### src/rtl/scanline_writer_pkg.sv
// Shared definitions for the scanline_writer block and the scanline_buffer chain it feeds:
// writer state encodings and default geometry.
package scanline_writer_pkg;

    localparam int DEFAULT_REGISTER_WIDTH = 8;
    localparam int DEFAULT_BUFFER_LENGTH  = 512;
    localparam int DEFAULT_COUNT_WIDTH    = 16;

    typedef enum logic [1:0] {
        IDLE  = 2'd0,
        RUN   = 2'd1,
        FLUSH = 2'd2,
        DONE  = 2'd3
    } writer_state_t;

endpackage

### src/rtl/scanline_writer_if.sv
// Buffer-side bus between the writer (master) and a scanline_buffer chain (slave).
interface scanline_writer_if
    import scanline_writer_pkg::*;
#(
    parameter int REGISTER_WIDTH = DEFAULT_REGISTER_WIDTH
);
    logic [REGISTER_WIDTH-1:0] data_out;
    logic                      valid_out;
    logic                      enable_out;
    logic                      sol;
    logic                      eol;
    logic                      eof;
    logic                      stall;

    modport master (
        output data_out, valid_out, enable_out, sol, eol, eof,
        input  stall
    );

    modport slave (
        input  data_out, valid_out, enable_out, sol, eol, eof,
        output stall
    );
endinterface

### src/rtl/scanline_writer_raster_counter.sv
// Raster position tracker: x/y counters that wrap at line and frame ends, plus the
// sol/eol/eof comparisons for the pixel about to be accepted.
module scanline_writer_raster_counter
    import scanline_writer_pkg::*;
#(
    parameter int COUNT_WIDTH = DEFAULT_COUNT_WIDTH
) (
    input  logic                   clock,
    input  logic                   reset,
    input  logic                   clear,
    input  logic                   advance,
    input  logic [COUNT_WIDTH-1:0] len,
    input  logic [COUNT_WIDTH-1:0] lines,
    output logic [COUNT_WIDTH-1:0] x_pos,
    output logic [COUNT_WIDTH-1:0] y_pos,
    output logic                   sol,
    output logic                   eol,
    output logic                   eof
);
    localparam logic [COUNT_WIDTH-1:0] ONE = COUNT_WIDTH'(1);

    assign sol = (x_pos == '0);
    assign eol = (x_pos == len - ONE);
    assign eof = eol && (y_pos == lines - ONE);

    // NOTE: sequential state uses non-blocking assignments so every register samples
    // pre-edge values regardless of statement order.
    always_ff @(posedge clock) begin
        if (reset || clear) begin
            x_pos <= '0;
            y_pos <= '0;
        end else if (advance) begin
            if (eol) begin
                x_pos <= '0;
                y_pos <= eof ? '0 : y_pos + ONE;
            end else begin
                x_pos <= x_pos + ONE;
            end
        end
    end
endmodule

### src/rtl/scanline_writer.sv
// Pixel-stream to scanline_buffer writer: accepts raster pixels, drives the buffer chain
// with 1-cycle registered outputs, and flushes the chain with enable-only cycles at frame end.
module scanline_writer
    import scanline_writer_pkg::*;
#(
    parameter int REGISTER_WIDTH = DEFAULT_REGISTER_WIDTH,
    parameter int BUFFER_LENGTH  = DEFAULT_BUFFER_LENGTH,
    parameter int COUNT_WIDTH    = DEFAULT_COUNT_WIDTH
) (
    input  logic                      clock,
    input  logic                      reset,
    input  logic                      start,
    input  logic [31:0]               length,
    input  logic [COUNT_WIDTH-1:0]    num_lines,
    input  logic [REGISTER_WIDTH-1:0] in_data,
    input  logic                      in_valid,
    output logic                      in_ready,
    scanline_writer_if.master         buf_bus,
    output logic [COUNT_WIDTH-1:0]    x_pos,
    output logic [COUNT_WIDTH-1:0]    y_pos,
    output logic                      busy,
    output logic                      done
);
    localparam logic [COUNT_WIDTH-1:0] ONE = COUNT_WIDTH'(1);

    writer_state_t          state, state_next;
    logic [COUNT_WIDTH-1:0] len_q, lines_q, flush_cnt, len_clamped;
    logic                   accept, take_start;
    logic                   at_sol, at_eol, at_eof;

    // Lines longer than the downstream buffers are clamped silently.
    assign len_clamped = (length > 32'(BUFFER_LENGTH)) ? COUNT_WIDTH'(BUFFER_LENGTH)
                                                       : length[COUNT_WIDTH-1:0];

    assign accept = in_valid && in_ready;
    assign busy   = (state != IDLE);
    assign done   = (state == DONE);

    scanline_writer_raster_counter #(
        .COUNT_WIDTH (COUNT_WIDTH)
    ) u_raster_counter (
        .clock   (clock),
        .reset   (reset),
        .clear   (take_start),
        .advance (accept),
        .len     (len_q),
        .lines   (lines_q),
        .x_pos   (x_pos),
        .y_pos   (y_pos),
        .sol     (at_sol),
        .eol     (at_eol),
        .eof     (at_eof)
    );

    // NOTE: every signal written here gets a default first, so no path can infer a latch.
    always_comb begin
        state_next = state;
        in_ready   = 1'b0;
        take_start = 1'b0;
        case (state)
            IDLE: begin
                if (start) begin
                    take_start = 1'b1;
                    state_next = (len_clamped == '0 || num_lines == '0) ? DONE : RUN;
                end
            end
            RUN: begin
                in_ready = !buf_bus.stall;
                if (in_valid && !buf_bus.stall && at_eof) state_next = FLUSH;
            end
            FLUSH: begin
                if (!buf_bus.stall && flush_cnt == len_q - ONE) state_next = DONE;
            end
            DONE:    state_next = IDLE;
            default: state_next = IDLE;
        endcase
    end

    always_ff @(posedge clock) begin
        if (reset) begin
            state     <= IDLE;
            len_q     <= '0;
            lines_q   <= '0;
            flush_cnt <= '0;
        end else begin
            state <= state_next;
            if (take_start) begin
                len_q   <= len_clamped;
                lines_q <= num_lines;
            end
            if (state == FLUSH) begin
                if (!buf_bus.stall) flush_cnt <= flush_cnt + ONE;
            end else begin
                flush_cnt <= '0;
            end
        end
    end

    // Buffer-side outputs are registered; data_out holds its value between accepts.
    always_ff @(posedge clock) begin
        if (reset) begin
            buf_bus.data_out   <= '0;
            buf_bus.valid_out  <= 1'b0;
            buf_bus.enable_out <= 1'b0;
            buf_bus.sol        <= 1'b0;
            buf_bus.eol        <= 1'b0;
            buf_bus.eof        <= 1'b0;
        end else begin
            buf_bus.valid_out  <= accept;
            buf_bus.enable_out <= accept || (state == FLUSH && !buf_bus.stall);
            buf_bus.sol        <= accept && at_sol;
            buf_bus.eol        <= accept && at_eol;
            buf_bus.eof        <= accept && at_eof;
            if (accept) buf_bus.data_out <= in_data;
        end
    end
endmodule

### src/flat_wrapper.sv
// flat-port wrapper written by rule: the top's interface ports become plain ports
module scanline_writer_flat import scanline_writer_pkg::*;
#(
    parameter int REGISTER_WIDTH = DEFAULT_REGISTER_WIDTH,
    parameter int BUFFER_LENGTH  = DEFAULT_BUFFER_LENGTH,
    parameter int COUNT_WIDTH    = DEFAULT_COUNT_WIDTH
)
  (clock, reset, start, length, num_lines, in_data, in_valid, in_ready, x_pos, y_pos, busy, done, buf_bus_data_out, buf_bus_valid_out, buf_bus_enable_out, buf_bus_sol, buf_bus_eol, buf_bus_eof, buf_bus_stall);
  scanline_writer_if #(.REGISTER_WIDTH(REGISTER_WIDTH)) buf_bus_i ();
  input  logic clock;
  input  logic reset;
  input  logic start;
  input  logic [31:0] length;
  input  logic [COUNT_WIDTH-1:0] num_lines;
  input  logic [REGISTER_WIDTH-1:0] in_data;
  input  logic in_valid;
  output logic in_ready;
  output logic [COUNT_WIDTH-1:0] x_pos;
  output logic [COUNT_WIDTH-1:0] y_pos;
  output logic busy;
  output logic done;
  output wire logic [$bits(buf_bus_i.data_out)-1:0] buf_bus_data_out;
  output wire logic [$bits(buf_bus_i.valid_out)-1:0] buf_bus_valid_out;
  output wire logic [$bits(buf_bus_i.enable_out)-1:0] buf_bus_enable_out;
  output wire logic [$bits(buf_bus_i.sol)-1:0] buf_bus_sol;
  output wire logic [$bits(buf_bus_i.eol)-1:0] buf_bus_eol;
  output wire logic [$bits(buf_bus_i.eof)-1:0] buf_bus_eof;
  input wire logic [$bits(buf_bus_i.stall)-1:0] buf_bus_stall;
  assign buf_bus_data_out = buf_bus_i.data_out;
  assign buf_bus_valid_out = buf_bus_i.valid_out;
  assign buf_bus_enable_out = buf_bus_i.enable_out;
  assign buf_bus_sol = buf_bus_i.sol;
  assign buf_bus_eol = buf_bus_i.eol;
  assign buf_bus_eof = buf_bus_i.eof;
  assign buf_bus_i.stall = buf_bus_stall;
  scanline_writer #(.REGISTER_WIDTH(REGISTER_WIDTH), .BUFFER_LENGTH(BUFFER_LENGTH), .COUNT_WIDTH(COUNT_WIDTH)) u_core (.clock(clock), .reset(reset), .start(start), .length(length), .num_lines(num_lines), .in_data(in_data), .in_valid(in_valid), .in_ready(in_ready), .buf_bus(buf_bus_i), .x_pos(x_pos), .y_pos(y_pos), .busy(busy), .done(done));
endmodule
### config.mk
export PLATFORM = sky130hd
export DESIGN_NAME = scanline_writer_flat
export DESIGN_NICKNAME = d
export VERILOG_FILES = /design/src/rtl/scanline_writer_pkg.sv /design/src/rtl/scanline_writer_if.sv /design/src/rtl/scanline_writer_raster_counter.sv /design/src/rtl/scanline_writer.sv /design/src/flat_wrapper.sv
export SDC_FILE = /design/constraint.sdc
export NUM_CORES = 1
export LEC_CHECK = 0
export CORE_ASPECT_RATIO = 0.5
export CORE_MARGIN = 1.5
export CORE_UTILIZATION = 55
export CTS_CLUSTER_DIAMETER = 50
export DETAILED_ROUTE_END_ITERATION = 16
export GPL_TIMING_DRIVEN = 0
export PLACE_DENSITY_LB_ADDON = 0.1
export REMOVE_ABC_BUFFERS = 1
export SYNTH_ARGS = -nofsm -noshare
export SYNTH_HDL_FRONTEND = slang
export SYNTH_SLANG_ARGS = --single-unit
### constraint.sdc
create_clock -name clock -period 10.6 [get_ports clock]
set_clock_uncertainty 0.2 [all_clocks]
set_input_delay 2.12 -clock clock [delete_from_list [all_inputs] [get_ports clock]]
set_output_delay 2.12 -clock clock [all_outputs]
set_load 0.01 [all_outputs]
==> Yosys cells after proc, flatten, opt, wreduce, memory -nomap -nowiden <==
Index checks and enable logic that the tools add are counted.
{ "word_totals": {"reg_bits": 95, "in_bits": 61, "out_inout_bits": 48, "wordCells": 60} }
{ "classes": {"add_sub_neg": 5, "n_lt_le_gt_ge": 1, "eq_ne": 9, "n_mux": 11, "n_bitwise": 1, "reduce_logical": 21} }
{ "ops": {"columns": ["op", "n"], "rows": [
  ["adder 16 x 1 -> 16 bit, second input constant", 3],
  ["== test 16 bit", 3],
  ["logical NOT 16 bit", 3],
  ["two-way mux 16 bit", 3],
  ["greater-than comparator 32 x 10 -> 1 bit, second input constant", 1],
  ["subtractor 16 x 1 -> 16 bit, second input constant", 2],
  ["logical AND 1 bit", 9],
  ["two-way mux 2 bit", 4],
  ["one-hot mux 2 bit (4 select lines)", 1],
  ["== test 2 bit, second input constant", 2],
  ["!= test 2 x 1 -> 1 bit, second input constant", 2],
  ["logical OR 1 bit", 3],
  ["two-way mux 1 bit", 3],
  ["AND reduction 3 bit", 1],
  ["== test 2 x 1 -> 1 bit, second input constant", 1],
  ["logical NOT 2 bit", 1],
  ["!= test 2 bit, second input constant", 1],
  ["AND reduction 2 bit", 1],
  ["nonzero test 2 bit", 1],
  ["OR reduction 2 bit", 1],
  ["logical NOT 1 bit", 1],
  ["inverter 1 bit", 1]
]} }

==> Logic depth before layout (Yosys ltp) <==
Gate-level depths: netlist of run 1.
{ "depth": {"word_depth": 7, "ltp_mapped": 12, "depth_no_buf": 10} }

==> Modules after synthesis <==
From an unflattened synthesis of run 1, not the netlist that was laid out.
{ "hier_totals": {"cells_unflattened": 722, "hier_area_um2": 5845.6} }
{ "modules_own_cells": {"columns": ["mod", "instances", "cells_per_inst", "area_per_inst_um2", "seq_area_each_um2"], "rows": [
  ["scanline_writer", 1, 362, 2999.1, 1261.2],
  ["scanline_writer_raster_counter", 1, 360, 2846.5, 640.6]
]} }

==> Least setup slack after synthesis of run 1 <==
Ideal clock, no wire load.
{ "synth_path": {"path_type": "in2out", "start": "input port buf_bus_stall", "end": "output port in_ready", "arrival_time_ns": 2.501, "required_ns": 8.280, "slack_ns": 5.779, "stages": 2, "n_path_buf": 1, "cell_sequence": "clkbuf_1 > nor2b_1"} }
{ "synth_between": {"elab_chain_cells": 2} }
{ "synth_rtl": {"columns": ["item", "line", "text"], "rows": [
  ["start: declaration", "flat_wrapper.sv:28", "input wire logic [$bits(buf_bus_i.stall)-1:0] buf_bus_stall;"],
  ["logical NOT 1 bit", "scanline_writer.sv:68", "in_ready = !buf_bus.stall;"],
  ["two-way mux 1 bit", "scanline_writer.sv:60", "case (state)"],
  ["end: declaration", "flat_wrapper.sv:17", "output logic in_ready;"]
]} }
Every way passes these cells.

==> Worst setup path in the final report of run 1 <==
Same ends and word-level chain as after synthesis.

==> results of run 1 <==
-- stage by stage --
step / cells / hold WS (ns) / worst slack [ns] / util, % / power (mW)
3_5_place_dp: 875 / 0.246 / 4.84 / 69.4 / 0.654
5_1_grt: 890 / 0.267 / 4.80 / 72.1 / 0.989
2_1_floorplan: 631 / 0.271 / 5.98 / - / 0.567
6_report: 890 / 0.254 / 4.84 / 72.1 / 0.941
4_1_cts: 890 / 0.254 / 4.85 / 72.1 / 0.942
3_3_place_gp: 874 / 0.243 / 4.25 / 69.2 / 0.646
-- worst max path at each step --
| stage | start | end |
|---|---|---|
| floorplan | buf_bus_stall | in_ready |
| global placement | reset | u_core.u_raster_counter.x_pos[3] |
| detailed placement | buf_bus_stall | in_ready |
| CTS | buf_bus_stall | in_ready |
| global route | buf_bus_stall | in_ready |
| finish | buf_bus_stall | in_ready |
-- per-layer routing --
metal | routed length [um] | share of wire (%) | global-route usage, %
met5 | 0 | 0 | 0
met3 | 779 | 5.4 | 5.46
met4 | 109 | 0.75 | 5.27
met1 | 6790 | 47 | 37.3
met2 | 6760 | 47 | 46.7
-- Yosys cell counts (5+ instances only) --
cell	instances	area, um2
dfxtp_1	95	1900
nor2_1	61	229
nand2_1	56	210
xnor2_1	50	438
xor2_1	45	394
nor4_1	33	206
clkbuf_1	29	109
nand4_1	27	169
nand3_1	26	130
a21oi_1	25	125
a22o_1	21	184
inv_1	19	71.3
nor3_1	17	85.1
o21ai_0	15	75.1
and2_1	12	75.1
ha_1	11	138
nor2b_1	10	62.6
and3_1	9	56.3
nand2b_1	9	56.3
or3_1	9	56.3
mux2i_1	6	60.1
or4_1	6	45.0
o22ai_1	5	31.3
or2_2	5	31.3
or4b_1	5	50.1
-- report_power, final --
part / internal, mW / leakage, nW / total, mW / switching (mW)
clock network: 0.164 / 0.127 / 0.292 / 0.127
registers: 0.376 / 0.768 / 0.402 / 0.0264
logic: 0.116 / 1.65 / 0.247 / 0.131
total: 0.656 / 2.55 / 0.941 / 0.285
-- cells by family (layout without fill, tap and decap cells) --
kind of cell,Yosys count,in the layout,share of synthesized area [%]
multiplexers,7,7,1.29
AND/OR/NAND/NOR,305,305,30.2
flip-flops,95,95,34.3
adder cells (fa/ha/maj),11,11,2.49
XOR/XNOR,95,95,15.0
buffers and inverters,54,143,3.82
AO/OA/AOI/OAI,99,99,12.9
-- flip-flops by register name, summed over array words and instances, names as in the netlist, 2 cells and up --
name	flops
u_core.flush_cnt	16
u_core.state	2
u_core.u_raster_counter.x_pos	16
u_core.u_raster_counter.y_pos	16
u_core.lines_q	16
u_core.buf_bus.data_out	8
u_core.len_q	16
-- worst register-to-register path: cells and delay by family, from the launching register on --
| kind | cells | cell delay (ns) |
|---|---|---|
| compound gates | 1 | 0.15 |
| xor+xnor | 2 | 0.56 |
| fa+ha+maj | 1 | 0.24 |
| buf+inv | 1 | 0.12 |
| flops | 1 | 0.38 |
| simple gates | 5 | 2.25 |
-- final cells by class --
type | count | area [um2]
fill | 788 | 2680
inverter | 19 | 71.3
timing repair buffer | 109 | 1090
multi-input combinational | 517 | 3430
sequential | 95 | 1900
clock inverter | 1 | 5.00
tap | 135 | 169
clock buffer | 14 | 254
==> run_results.csv, run 1 <==
group,metric,value,unit
run_status,status,"finished clean",
grt,grt_pass1_wl,23800,um
placement,place_area,6660,um2
setup_path,crit_fanout,8,
sta,tns,0,ns
setup_path,r2r_slack,6.62,ns
detailed_routing,drtIter0Drc,256,
die,die_h,74.0,um
clock_network,clk_pin_slew,0.06,ns
clock_network,cts_setup_buffers,0,
grt,grt_pass1_vias,4803,
grt,antenna_found_initial,0,
sta,final-setup-viol-count,0,
setup_path,cp_data_required_time,8.28,ns
setup_path,r2r-start,"u_core.len_q[0]",
pwr,power.leakage,2.55,nW
sta,min_period,5.76,ns
setup_path,cp_slowest_cell,"clkdlybuf4s50_1",
synth,syn_inst,666,
detailed_routing,avgViaCountPerCell,5.82,
setup_path,critPathMaxStageDelay,0.58,ns
setup_path,worstRegToRegCells,10,
finish,diodes,0,
grt,grt-ovfl-total,0,
detailed_routing,num_vias,5183,
synth,ys_types,66,
finish,finalNetCount,823,
sta,finalCritPeriodShare,54.3,%
min_path,hold_path_startpoint,"u_core.buf_bus.data_out[0]",
detailed_routing,firstDrtPassIters,5,
setup_path,path_delay_family,"buffers and inverters",
clock_network,cts-root-buf,"clkbuf_16",
sta,max_freq,0.174,GHz
die,row_count,25,
die,die_area,10700,um2
synth,yosys_warnings,0,
synth,synth_edf_count,0,
detailed_routing,wire_per_inst,16.2,um
synth,synth.avg_cell_area,8.32,um2
sta,tightest_slew,1.14,ns
setup_path,cp_common_cell,"clkdlybuf4s50_1",
sta,maxSlewViolCount,0,
setup_path,end_kind,"primary output",
sta,relSlewSlack,23.6,%
pwr,pwr_density_cell,136,nW/um2
synth,synth-async-reset-ratio,0,%
grt,grt_max_degree,20,
finish,layout_commonest_cell,"clkdlybuf4s50_1",
placement,dp_hpwl,10800,um
placement,port_buffers,108,
detailed_routing,final_antenna_net_count,0,
synth,synth_seq_area_share,34.3,%
setup_path,arrival,3.44,ns
setup_path,crit_chain,"clkdlybuf4s50_1 > nor2b_1 > clkdlybuf4s50_1",
synth,syn_area,5540,um2
die,boundaryPins,109,
die,core,9600,um2
grt,grt_usage,27.5,%
min_path,hold_path_class,"reg -> reg",
sta,timing.final.hold_violations,0,
pwr,ir_drop,84.6,uV
clock_network,htree_levels,3,
clock_network,cts_max_path_buffers,2,
sta,rsz0062_at_grt,"false",
synth,yosys_register_bits,95,
finish,drive_gt1_share,4.90,%
setup_path,critPathBufInv,2,
clock_network,clkSinkCount,95,
min_path,hold_depth,2,
clock_network,clock_latency,0.34,ns
die,start_util,57.7,%
finish,layout_common_cells,"clkdlybuf4s50_1, dfxtp_1, nor2_1",
detailed_routing,drc,0,
clock_network,cts.repair.resized,0,
clock_network,tritoncts,"built",
setup_path,cp.depth,3,
setup_path,cp-start-kind,"primary input",
placement,routabilityCongestion,0.901,
setup_path,regToRegEndpoint,"u_core.u_raster_counter.y_pos[13]",
finish,final_area,6920,um2
die,chipWidth,145,um
clock_network,cts_buffers,9,
setup_path,crit_type,"in -> out",
detailed_routing,routed_wirelength,14400,um
min_path,hold_end,"u_core.buf_bus.data_out[0]",
finish,syn2layout_area_growth,25.0,%
synth,yosys_most_used_dff,"dfxtp_1",
run,drv_cap,0,
clock_network,ctsHoldBuffers,0,
(Power assumes the default switching activity.)
==> run 2: changes to the inputs <==
--- a/config.mk
+++ b/config.mk
@@ -7,7 +7,7 @@
 export LEC_CHECK = 0
 export CORE_ASPECT_RATIO = 0.5
 export CORE_MARGIN = 1.5
-export CORE_UTILIZATION = 55
+export CORE_UTILIZATION = 47
 export CTS_CLUSTER_DIAMETER = 50
 export DETAILED_ROUTE_END_ITERATION = 16
 export GPL_TIMING_DRIVEN = 0
==> constraint.sdc (replaced) <==
create_clock -name clock -period 4.76 [get_ports clock]
set_clock_uncertainty 0.2 [all_clocks]
set_input_delay 0.952 -clock clock [delete_from_list [all_inputs] [get_ports clock]]
set_output_delay 0.952 -clock clock [all_outputs]
set_load 0.01 [all_outputs]
==> run 2 against run 1 <==
  * Register-to-register slack worse by 5.9 ns
  * Count of clock-buffer cells in the layout down 3
  * Via count down 0.83%
  * Non-clock buffer count unchanged
  * Combinational power up 130%
  * Highest routed layer unchanged
==> run_results.csv, run 2 (synthesis gave the netlist of run 1 again) <==
group,metric,value,unit
run,drv_cap,0,
sta,tns,0,ns
clock_network,htree_levels,3,
sta,rsz0062_at_grt,"false",
grt,grt_usage,24.5,%
placement,dp_hpwl,11300,um
clock_network,tritoncts,"built",
die,start_util,49.4,%
finish,n_fill_cell,1024,
clock_network,cts-root-buf,"clkbuf_16",
min_path,hold_path_class,"reg -> reg",
setup_path,end_kind,"flop",
sta,min_period,4.03,ns
sta,whs,0.254,ns
pwr,pwr_density_cell,321,nW/um2
detailed_routing,num_vias,5140,
sta,final-setup-viol-count,0,
grt,grt_pass1_vias,4650,
clock_network,cts_buffers,9,
finish,drive_gt1_share,5.56,%
pwr,ir_drop,165,uV
grt,grt_max_degree,20,
sta,maxSlewViolCount,0,
clock_network,clkSinkCount,95,
finish,final_area,7030,um2
sta,timing.final.hold_violations,0,
die,chipWidth,157,um
clock_network,clk_pin_slew,0.07,ns
detailed_routing,wire_per_inst,16.4,um
grt,antenna_found_initial,0,
setup_path,crit_type,"reg -> reg",
detailed_routing,firstDrtPassIters,5,
clock_network,cts.repair.resized,0,
finish,diodes,0,
placement,place_area,6700,um2
sta,tightest_slew,1.11,ns
die,core,11200,um2
placement,port_buffers,108,
die,die_h,79.8,um
finish,layout_commonest_cell,"clkdlybuf4s50_1",
clock_network,clock_latency,0.34,ns
finish,layout_common_cells,"clkdlybuf4s50_1, dfxtp_1, nor2_1",
sta,relSlewSlack,25.9,%
die,boundaryPins,109,
placement,routabilityCongestion,0.897,
detailed_routing,drc,0,
die,row_count,27,
setup_path,crit_fanout,9,
finish,syn2layout_area_growth,26.9,%
finish,finalNetCount,823,
detailed_routing,avgViaCountPerCell,5.62,
sta,max_freq,0.248,GHz
pwr,power.leakage,2.59,nW
grt,grt-ovfl-total,0,
setup_path,cp_data_required_time,4.83,ns
detailed_routing,drtIter0Drc,304,
setup_path,arrival,4.10,ns
clock_network,ctsHoldBuffers,0,
sta,finalCritPeriodShare,84.7,%
detailed_routing,final_antenna_net_count,0,
clock_network,cts_max_path_buffers,2,
setup_path,cp-start-kind,"flop",
clock_network,cts_setup_buffers,0,
finish,fin_util,62.7,%
pwr,total_power,2.25,mW
die,die_area,12500,um2
detailed_routing,routed_wirelength,15000,um
run_status,status,"finished clean",
grt,grt_pass1_wl,24000,um
run 2: changes by cell type in the layout (fill, tap and decap cells not counted), sizes merged:
cell    previous run  this run
bufinv             0         2
clkbuf            14        11
clkinv             1         2
inv               19        20
run 2: final timing paths:
| kind | start | end | slack [ns] | cells after the start |
|---|---|---|---|---|
| min reg2reg | u_core.buf_bus.data_out[2] | u_core.buf_bus.data_out[2] | 0.25 | 2 |
| max reg2reg | u_core.len_q[0] | u_core.u_raster_counter.y_pos[5] | 0.73 | 10 |
| max | u_core.len_q[0] | u_core.u_raster_counter.y_pos[5] | 0.73 | 10 |
| min | u_core.buf_bus.data_out[2] | u_core.buf_bus.data_out[2] | 0.25 | 2 |
run 2: metrics by stage:
| step | std cells | setup slack [ns] |
|---|---|---|
| after floorplan | 631 | 1.31 |
| after global placement | 898 | -0.525 |
| after detailed placement | 899 | 0.772 |
| after CTS | 915 | 0.747 |
| after global routing | 915 | 0.490 |
| final | 915 | 0.730 |
run 2: power breakdown:
part / switching [mW] / total (mW) / internal [mW]
Clock: 0.305 / 0.794 / 0.489
Sequential: 0.0601 / 0.897 / 0.837
Combinational: 0.300 / 0.562 / 0.262
run 2: critical path, cell delays in order (launching register included):
cell,delay (ns)
dfxtp_1,0.38
inv_1,0.12
ha_1,0.24
or3b_4,0.45
or4_1,0.54
xor2_1,0.28
xor2_1,0.36
nand3_1,0.20
nor4_4,0.56
or4b_1,0.49
a21oi_1,0.14
run 2: cell type report:
| type | count | area, um2 | share of cell area, % |
|---|---|---|---|
| clock buffers | 11 | 253 | 3.60 |
| well taps | 159 | 199 | 2.83 |
| repair buffers | 109 | 1100 | 15.6 |
| inverters | 19 | 71.3 | 1.01 |
| multi-input cells | 517 | 3430 | 48.8 |
| flip-flops and latches | 95 | 1900 | 27.1 |
| clock inverters | 5 | 78.8 | 1.12 |
run 2: layer usage:
metal  part of all wire, %  track usage, %  up-vias
li1                      -               -     2556
met1                    49            33.5     2460
met2                    46            40.6      110
met3                   4.2            4.02       14
met4                  0.99            5.62        0
met5                     0               0        -
==> run 3: changes to the inputs <==
==> constraint.sdc (replaced) <==
create_clock -name clock -period 3.41 [get_ports clock]
set_clock_uncertainty 0.2 [all_clocks]
set_input_delay 0.682 -clock clock [delete_from_list [all_inputs] [get_ports clock]]
set_output_delay 0.682 -clock clock [all_outputs]
set_load 0.01 [all_outputs]
==> run 3 against run 2 <==
  * First-iteration DRC count fell by 13%
  * Count of clock-buffer cells in the layout did not move
  * Final area rose by 5.2%
  * Core utilization rose by 3.2 points
  * Global-route usage rose by 0.51 points
  * Final cell count rose by 1.9%
  * Die area did not move
  * Sequential power rose by 39%
  * Via count rose by 1.8%
  * Flip-flop and latch count did not move
  * Combinational power rose by 56%
  * Critical path type unchanged
  * Highest routed layer unchanged
==> run_results.csv, run 3 (synthesis gave the netlist of run 1 again) <==
group,metric,value,unit
setup_path,r2r_slack,0.08,ns
grt,grt_max_degree,20,
run,drv_cap,0,
sta,maxSlewViolCount,0,
setup_path,cp.depth,11,
clock_network,cts-root-buf,"clkbuf_16",
finish,syn2layout_area_growth,33.5,%
detailed_routing,wire_per_inst,16.6,um
setup_path,critPathBufInv,2,
finish,multi_input_area,3650,um2
clock_network,ctsHoldBuffers,0,
setup_path,arrival,3.41,ns
detailed_routing,drc,0,
grt,grt_pass1_wl,24500,um
detailed_routing,final_antenna_net_count,0,
finish,finalNetCount,840,
pwr,power_frac_comb,27.0,%
grt,grt_pass1_vias,4735,
setup_path,path_delay_family,"simple AND/OR/NAND/NOR gates",
min_path,hold_path_class,"reg -> reg",
clock_network,tritoncts,"built",
sta,final-setup-viol-count,0,
grt,grt-ovfl-total,0,
finish,layout_common_cells,"clkdlybuf4s50_1, dfxtp_1, nor2_1",
detailed_routing,firstDrtPassIters,5,
pwr,swShare,30.0,%
die,boundaryPins,109,
setup_path,crit_type,"reg -> reg",
sta,timing.final.hold_violations,0,
detailed_routing,routed_wirelength,15400,um
pwr,seq_power_share,38.7,%
detailed_routing,avgViaCountPerCell,5.61,
finish,layout_commonest_cell,"clkdlybuf4s50_1",
pwr,pwr_density_cell,438,nW/um2
sta,max_freq,0.300,GHz
setup_path,critPathMaxStageDelay,0.50,ns
placement,dp_hpwl,11300,um
die,row_count,27,
setup_path,regToRegEndpoint,"u_core.u_raster_counter.y_pos[13]",
pwr,ir_drop,244,uV
sta,rsz0062_at_grt,"true",
clock_network,clock_latency,0.34,ns
sta,finalCritPeriodShare,97.8,%
finish,n_fill_cell,971,
die,core,11200,um2
run_status,status,"finished clean",
pwr,netSwitchingPower,969,uW
finish,drive_gt1_share,11.9,%
finish,fin_util,65.9,%
setup_path,r2r-start,"u_core.len_q[1]",
sta,tightest_slew,0.738,ns
die,die_h,79.8,um
placement,routabilityCongestion,0.897,
pwr,p_clk_share,34.3,%
sta,tns,0,ns
setup_path,cp_data_required_time,3.49,ns
clock_network,clk_pin_slew,0.07,ns
placement,port_buffers,108,
clock_network,cts_buffers,9,
sta,min_period,3.33,ns
setup_path,crit_fanout,5,
grt,grt_usage,25.0,%
setup_path,end_kind,"flop",
grt,antenna_found_initial,0,
pwr,power.leakage,2.75,nW
finish,regArea,1910,um2
die,start_util,49.4,%
setup_path,critPathCapture,"u_core.u_raster_counter.y_pos[13]",
pwr,internal_power,2.27,mW
detailed_routing,drtIter0Drc,264,
setup_path,worstRegToRegCells,11,
detailed_routing,num_vias,5233,
clock_network,cts_max_path_buffers,2,
die,chipWidth,157,um
clock_network,clkSinkCount,95,
setup_path,cp-start-kind,"flop",
finish,diodes,0,
sta,relSlewSlack,50.8,%
die,die_area,12500,um2
pwr,total_power,3.23,mW
setup_path,startpoint,"u_core.len_q[1]",
setup_path,crit_chain,"inv_4 > ha_4 > or3b_4 > or4_4 > xor2_4 > xor2_1 > buf_4 > nand3_4 > nor4_4 > or4b_4 > a21oi_1",
setup_path,cp_slowest_cell,"or4b_4",
clock_network,htree_levels,3,
[run 3: changes by cell type in the layout (fill, tap and decap cells not counted), sizes merged]
cell	change
buf	+17
[run 3: routing by layer]
metal,share of wire [%],vias to the layer above,GRT usage (%)
li1,-,2583,-
met1,48,2519,33.8
met2,47,116,41.6
met3,4.3,15,4.51
met4,0.94,0,5.81
met5,0,-,0
[run 3: worst min path at each step]
stage / from / slack, ns / end / cells past startpoint
6_report: u_core.buf_bus.data_out[2] / 0.25 / u_core.buf_bus.data_out[2] / 2
5_1_grt: u_core.buf_bus.data_out[2] / 0.27 / u_core.buf_bus.data_out[2] / 2
4_1_cts: u_core.buf_bus.data_out[2] / 0.26 / u_core.buf_bus.data_out[2] / 2
3_5_place_dp: u_core.buf_bus.data_out[2] / 0.25 / u_core.buf_bus.data_out[2] / 2
3_3_place_gp: u_core.buf_bus.data_out[6] / 0.24 / u_core.buf_bus.data_out[6] / 2
2_1_floorplan: u_core.flush_cnt[15] / 0.27 / u_core.flush_cnt[15] / 2
[run 3: layout make-up]
type                       instances  share of cell area, %
multi-input combinational        517                   49.4
clock buffer                      11                   3.42
inverter                          19                   1.03
timing repair buffer             126                   16.6
sequential                        95                   25.9
tap                              159                   2.69
clock inverter                     5                   1.07
[run 3: worst reg2reg max path, delay by kind of cell, from the launching register on]
family,cells,cell delay [ns]
flops,1,0.36
xor+xnor,2,0.34
buf+inv,2,0.22
simple gates,5,1.85
fa+ha+maj,1,0.15
compound gates,1,0.14
[run 3: what timing repair did]
item	4_1_cts	5_1_grt
gates resized for setup	26	22
endpoints found under the setup margin	33	32
pin swaps	4	9
buffers inserted	5	12
[run 3: through the flow]
stage               worst slack [ns]  cell area (um2)  instances  hold slack, ns
CTS                          0.00457             7210        920           0.256
global placement               -1.60             6680        898           0.241
global route                 -0.0431             7390        932           0.275
detailed placement            -0.578             6700        899           0.247
floorplan                    -0.0382             5400        631           0.271
finish                        0.0761             7390        932           0.254
[run 3: power by group through the flow]
stage | combinational (mW) | clock [mW] | sequential (mW)
after global routing | 0.956 | 1.17 | 1.26
after detailed placement | 0.774 | 0 | 1.27
after floorplan | 0.510 | 0 | 1.25
final | 0.875 | 1.11 | 1.25
after CTS | 0.832 | 1.13 | 1.25
after global placement | 0.750 | 0 | 1.27
==> RTL change 1, RTL diff (flow settings as in run 2) <==
`DEFAULT_COUNT_WIDTH`: 16 -> 32.
--- a/src/rtl/scanline_writer_pkg.sv
+++ b/src/rtl/scanline_writer_pkg.sv
@@ -4,7 +4,7 @@
 
     localparam int DEFAULT_REGISTER_WIDTH = 8;
     localparam int DEFAULT_BUFFER_LENGTH  = 512;
-    localparam int DEFAULT_COUNT_WIDTH    = 16;
+    localparam int DEFAULT_COUNT_WIDTH    = 32;
 
     typedef enum logic [1:0] {
         IDLE  = 2'd0,
Ports: changed (resized num_lines, x_pos and y_pos); port bits go from 109 to 157. No check against the original RTL was run, so the function may have changed too.
==> RTL change 1 against run 2 <==
- count of clock-buffer cells in the layout grew 7
- wire length grew 92%
- die area grew 77%
- total power grew 86%
- sequential cell count grew 80
- worst setup slack lost 0.50 ns
- hold slack gained 0.0043 ns
- area after synthesis grew 80%
- final area grew 76%
- cell count grew 76%
- sequential power grew 84%
==> RTL change 1: results (changes against run 2) <==
- Status: finished clean
- Global-route wire length before repair: 46100 µm (+92%)
- Area of placed instances: 11700 µm² (+74%)
- Setup slack, reg-to-reg: 0.23 ns (-0.50 ns)
- Die span in x: 209 µm (+33%)
- Num CTS Buffers: 17 (+8)
- Non-clk invs: 25 (+6)
- Worst-path fanout max: 12 (+3)
- Nets: 1414 (+72%)
- CP max stage delay: 0.67 ns (+0.11 ns)
- CLK BUF: 18 (+7)
- Gp weighted congestion: 0.896 (-0.18%)
- Leak pwr: 4.40 nW (+70%)
- Seq Cell Count: 175 (+84%)
- Capturing point of the worst reg2reg path: u_core.state[0]
- PortBufs: 156 (+44%)
- Sequential cell area: 3500 µm² (+84%)
- ClkCell Share: 4.58% (-0.14 points)
- Synth cell count leaders: dfxtp_1 (175), nor2_1 (123), xnor2_1 (114)
- Worst Tran Pin Value: 1.12 ns (+0.0136 ns)
- Worst Hold Launch: u_core.buf_bus.data_out[1]
- Arrival time at the worst endpoint: 4.67 ns (+0.57 ns)
- Drt wl/cell: 17.9 µm (+9.0%)
- CTS-repair resized insts: 5 (+5)
- Sequential cell area fraction in the yosys report: 35.2% (+0.84 points)
- Netlist cell types: 72 (+9.1%)
- Fillcell total: 1861 (+82%)
- H-tree levels: 4 (+1)
- Multi-input gates: 939 (+82%)
- Signal buffers share of area: 13.6% (-2.0 points)
- Routed WL: 28800 µm (+92%)
- Footprint of the multi-input gates: 6200 µm² (+81%)
- CP max stage cell: or4b_1
- Vias in the first global route: 8742 (+88%)
- Final hold slack: 0.258 ns (+0.00425 ns)
- Setup bufs post-CTS: 2 (+2)
- Fraction of area in multi-input gates: 50.1% (+1.3 points)
- GRT Total Usage: 26.1% (+1.6 points)
- Clk Latency, worst-skew pair: 0.44 ns (+0.10 ns)
- Vias/cell: 5.73 (+2.1%)
- Area contributors post-synth: dfxtp_1 (35%), xnor2_1 (10%), xor2_1 (6.1%)
- Share of cells above drive strength 1: 5.08% (-0.48 points)
- Synthesized area per cell: 8.28 µm² (-0.36%)
- RR Startpoint: u_core.len_q[8]
- Largest net degree at the start of global routing: 34 (+70%)
[RTL change 1: cell types whose count changed in the layout (fill, tap and decap cells not counted), moves of 34 or more]
cell and delta:
nor3_1 +34, dfxtp_1 +80, clkdlybuf4s50_1 +48, nand2_1 +38, xnor2_1 +64, nor2_1 +60
[RTL change 1: power by group]
part | total (mW) | switching (mW) | internal [mW]
Sequential | 1.65 | 0.114 | 1.54
Combinational | 1.17 | 0.664 | 0.509
Clock | 1.37 | 0.643 | 0.727
Total | 4.19 | 1.42 | 2.77
[RTL change 1: logic make-up (layout without fill, tap and decap cells)]
logic type / Yosys count / count (layout) / synth area share (%)
AOI/OAI and AO/OA: 174 / 174 / 11.9
adders and majority gates: 11 / 11 / 1.38
and+or+nand+nor: 554 / 555 / 29.6
xor gates and xnor gates: 189 / 189 / 17.5
muxes: 10 / 10 / 1.03
DFF: 175 / 175 / 35.2
buffers and inverters: 89 / 225 / 3.52
[RTL change 1: how the worst max path moves through the flow]
stage	start	to	cells after the start	slack (ns)
finish	u_core.len_q[8]	u_core.state[0]	10	0.23
global route	u_core.len_q[8]	u_core.state[0]	10	-0.006
CTS	u_core.len_q[0]	u_core.u_raster_counter.y_pos[27]	13	0.05
detailed placement	u_core.len_q[8]	u_core.u_raster_counter.y_pos[27]	10	-1.44
global placement	reset	u_core.u_raster_counter.y_pos[6]	4	-3.72
floorplan	start	u_core.u_raster_counter.y_pos[10]	3	0.17
[RTL change 1: routing by layer]
layer | up-vias | share of wire [%] | global-route usage [%]
met5 | - | 0 | 0
met4 | 0 | 1.7 | 7.51
met3 | 48 | 5.3 | 5.20
met2 | 266 | 46 | 42.2
met1 | 4394 | 47 | 35.5
li1 | 4534 | - | -
==> RTL change 2, RTL diff (flow settings as in run 2) <==
Made on the original files. The 4 states of `writer_state_t` get a Gray code encoding in 2 bits.
--- a/src/rtl/scanline_writer_pkg.sv
+++ b/src/rtl/scanline_writer_pkg.sv
@@ -7,10 +7,10 @@
     localparam int DEFAULT_COUNT_WIDTH    = 16;
 
     typedef enum logic [1:0] {
-        IDLE  = 2'd0,
-        RUN   = 2'd1,
-        FLUSH = 2'd2,
-        DONE  = 2'd3
+        IDLE  = 2'b00,
+        RUN   = 2'b01,
+        FLUSH = 2'b11,
+        DONE  = 2'b10
     } writer_state_t;
 
 endpackage
Behaviour: same outputs for any inputs over 10 cycles, from zero or initial values and one cycle with reset high; not proved beyond that.
==> RTL change 2 against run 2 <==
- the run now ends with DRC left
- sequential cell count unchanged
- wire length fell by 8.9%
- hold slack worse by 0.0013 ns
- area after synthesis down 4.5%
- final area down 4.2%
- register-to-register slack better by 0.05 ns
- worst setup slack improved by 0.013 ns
- critical path type is now in2reg
- critical endpoint is now u_core.u_raster_counter.y_pos[8]
- largest cell class unchanged
- highest routed layer unchanged
Power is not compared: it rests on default switching activity, and its combinational part moved more than twofold at a synthesized area within 25%.
==> RTL change 2: results (changes against run 2) <==
- Status: complete, but fails checks
- Violated checks: DRC
- Mux cell area share after synthesis: 1.18% (-0.10 points)
- GRT Total Usage: 23.4% (-1.1 points)
- Global-route wire length before repair: 22300 µm (-7.4%)
- Top cell family by delay on the critical path: simple AND/OR/NAND/NOR gates
- Routed WL: 13700 µm (-8.9%)
- Setup bufs post-CTS: 0 (unchanged)
- Hold crit path type: reg2reg
- Post-route cell area: 6730 µm² (-4.2%)
- PortBufs: 108 (unchanged)
- Nets: 790 (-4.0%)
- Multi-input gates: 490 (-5.2%)
- Drc violations: 2 (+2)
- CTS-repair resized insts: 0 (unchanged)
- Sequential cell area: 1900 µm² (unchanged)
- Dpl cells: 855 (-4.9%)
- CP max stage delay: 0.88 ns (+0.32 ns)
- Post-synthesis adder-cell area fraction: 1.42% (-1.1 points)
- Iteration-0 DRC Markers: 279 (-8.2%)
- Vias/cell: 5.54 (-1.3%)
- Clk Latency, worst-skew pair: 0.35 ns
- ClkCell Share: 4.39% (-0.33 points)
- Antenna diodes: 0 (unchanged)
- Sequential cell area fraction in the yosys report: 36.0% (+1.6 points)
- Synth cell count leaders: dfxtp_1 (95), nand2_1 (61), nor2_1 (59)
- Vias in the first global route: 4460 (-4.1%)
- Fillcell total: 971 (-5.2%)
- Worst Tran Pin Value: 1.12 ns (+0.0155 ns)
- Footprint of the multi-input gates: 3180 µm² (-7.2%)
- Non-clk invs: 16 (-3)
- CLK BUF: 12 (+1)
- Dpl ws: 0.393 ns (-0.379 ns)
- Area contributors post-synth: dfxtp_1 (36%), xnor2_1 (9.6%), xor2_1 (5.3%)
- # rows: 27 (unchanged)
- Share of cells above drive strength 1: 5.08% (-0.47 points)
- Tot Pwr: 1.72 mW
- Worst-path clk slew: 0.07 ns (about the same)
- Netlist cell types: 62 (-6.1%)
- Pre-antenna DRT Iters: 13 (+8)
- Post-synthesis compound-gate area fraction: 12.8% (-0.078 points)
- CTS Root Buffer Type: clkbuf_16
- Buffers, non-clock: 111 (+1.8%)
- Leak pwr: 2.34 nW
- Internal Power: 1.31 mW
- HPWL Detailed: 10200 µm (-9.9%)
- Signal buffers share of area: 16.5% (+0.88 points)
- Num CTS Buffers: 9 (unchanged)
- CP max stage cell: nor4_4
- Area of placed instances: 6420 µm² (-4.1%)
- Xor/xnor share of the synthesized area: 15.8% (+0.73 points)
- Worst Path Class, Setup: in2reg
- Cells after synthesis: 632 (-5.1%)
- Gp weighted congestion: 0.898 (about the same)
- Non-filler cells, final: 873 (-4.6%)
- Worst-path fanout max: 15 (+6)
RTL change 2: cell types whose count changed in the layout (fill, tap and decap cells not counted), sizes merged, moves of 5 or more:
cell    delta
ha         -5
nor4       -7
nand2b     -5
a31oi      +7
xor2      -13
nand2      +6
nand4      -9
xnor2      +8
a21oi      +7
RTL change 2: path summary, 6_finish.rpt:
check                                     end  cells after the start  slack (ns)                  startpoint
max          u_core.u_raster_counter.y_pos[8]                      7        0.74               buf_bus_stall
max reg2reg  u_core.u_raster_counter.y_pos[8]                     10        0.78             u_core.len_q[0]
min                u_core.buf_bus.data_out[6]                      2        0.25  u_core.buf_bus.data_out[6]
min reg2reg        u_core.buf_bus.data_out[6]                      2        0.25  u_core.buf_bus.data_out[6]
RTL change 2: routing by layer:
metal	global-route usage (%)	up-vias	share of wire [%]
met5	0	-	0
met4	6.08	0	1.3
met3	5.81	15	3.9
met2	38.2	91	46
met1	31.1	2309	49
li1	-	2424	-
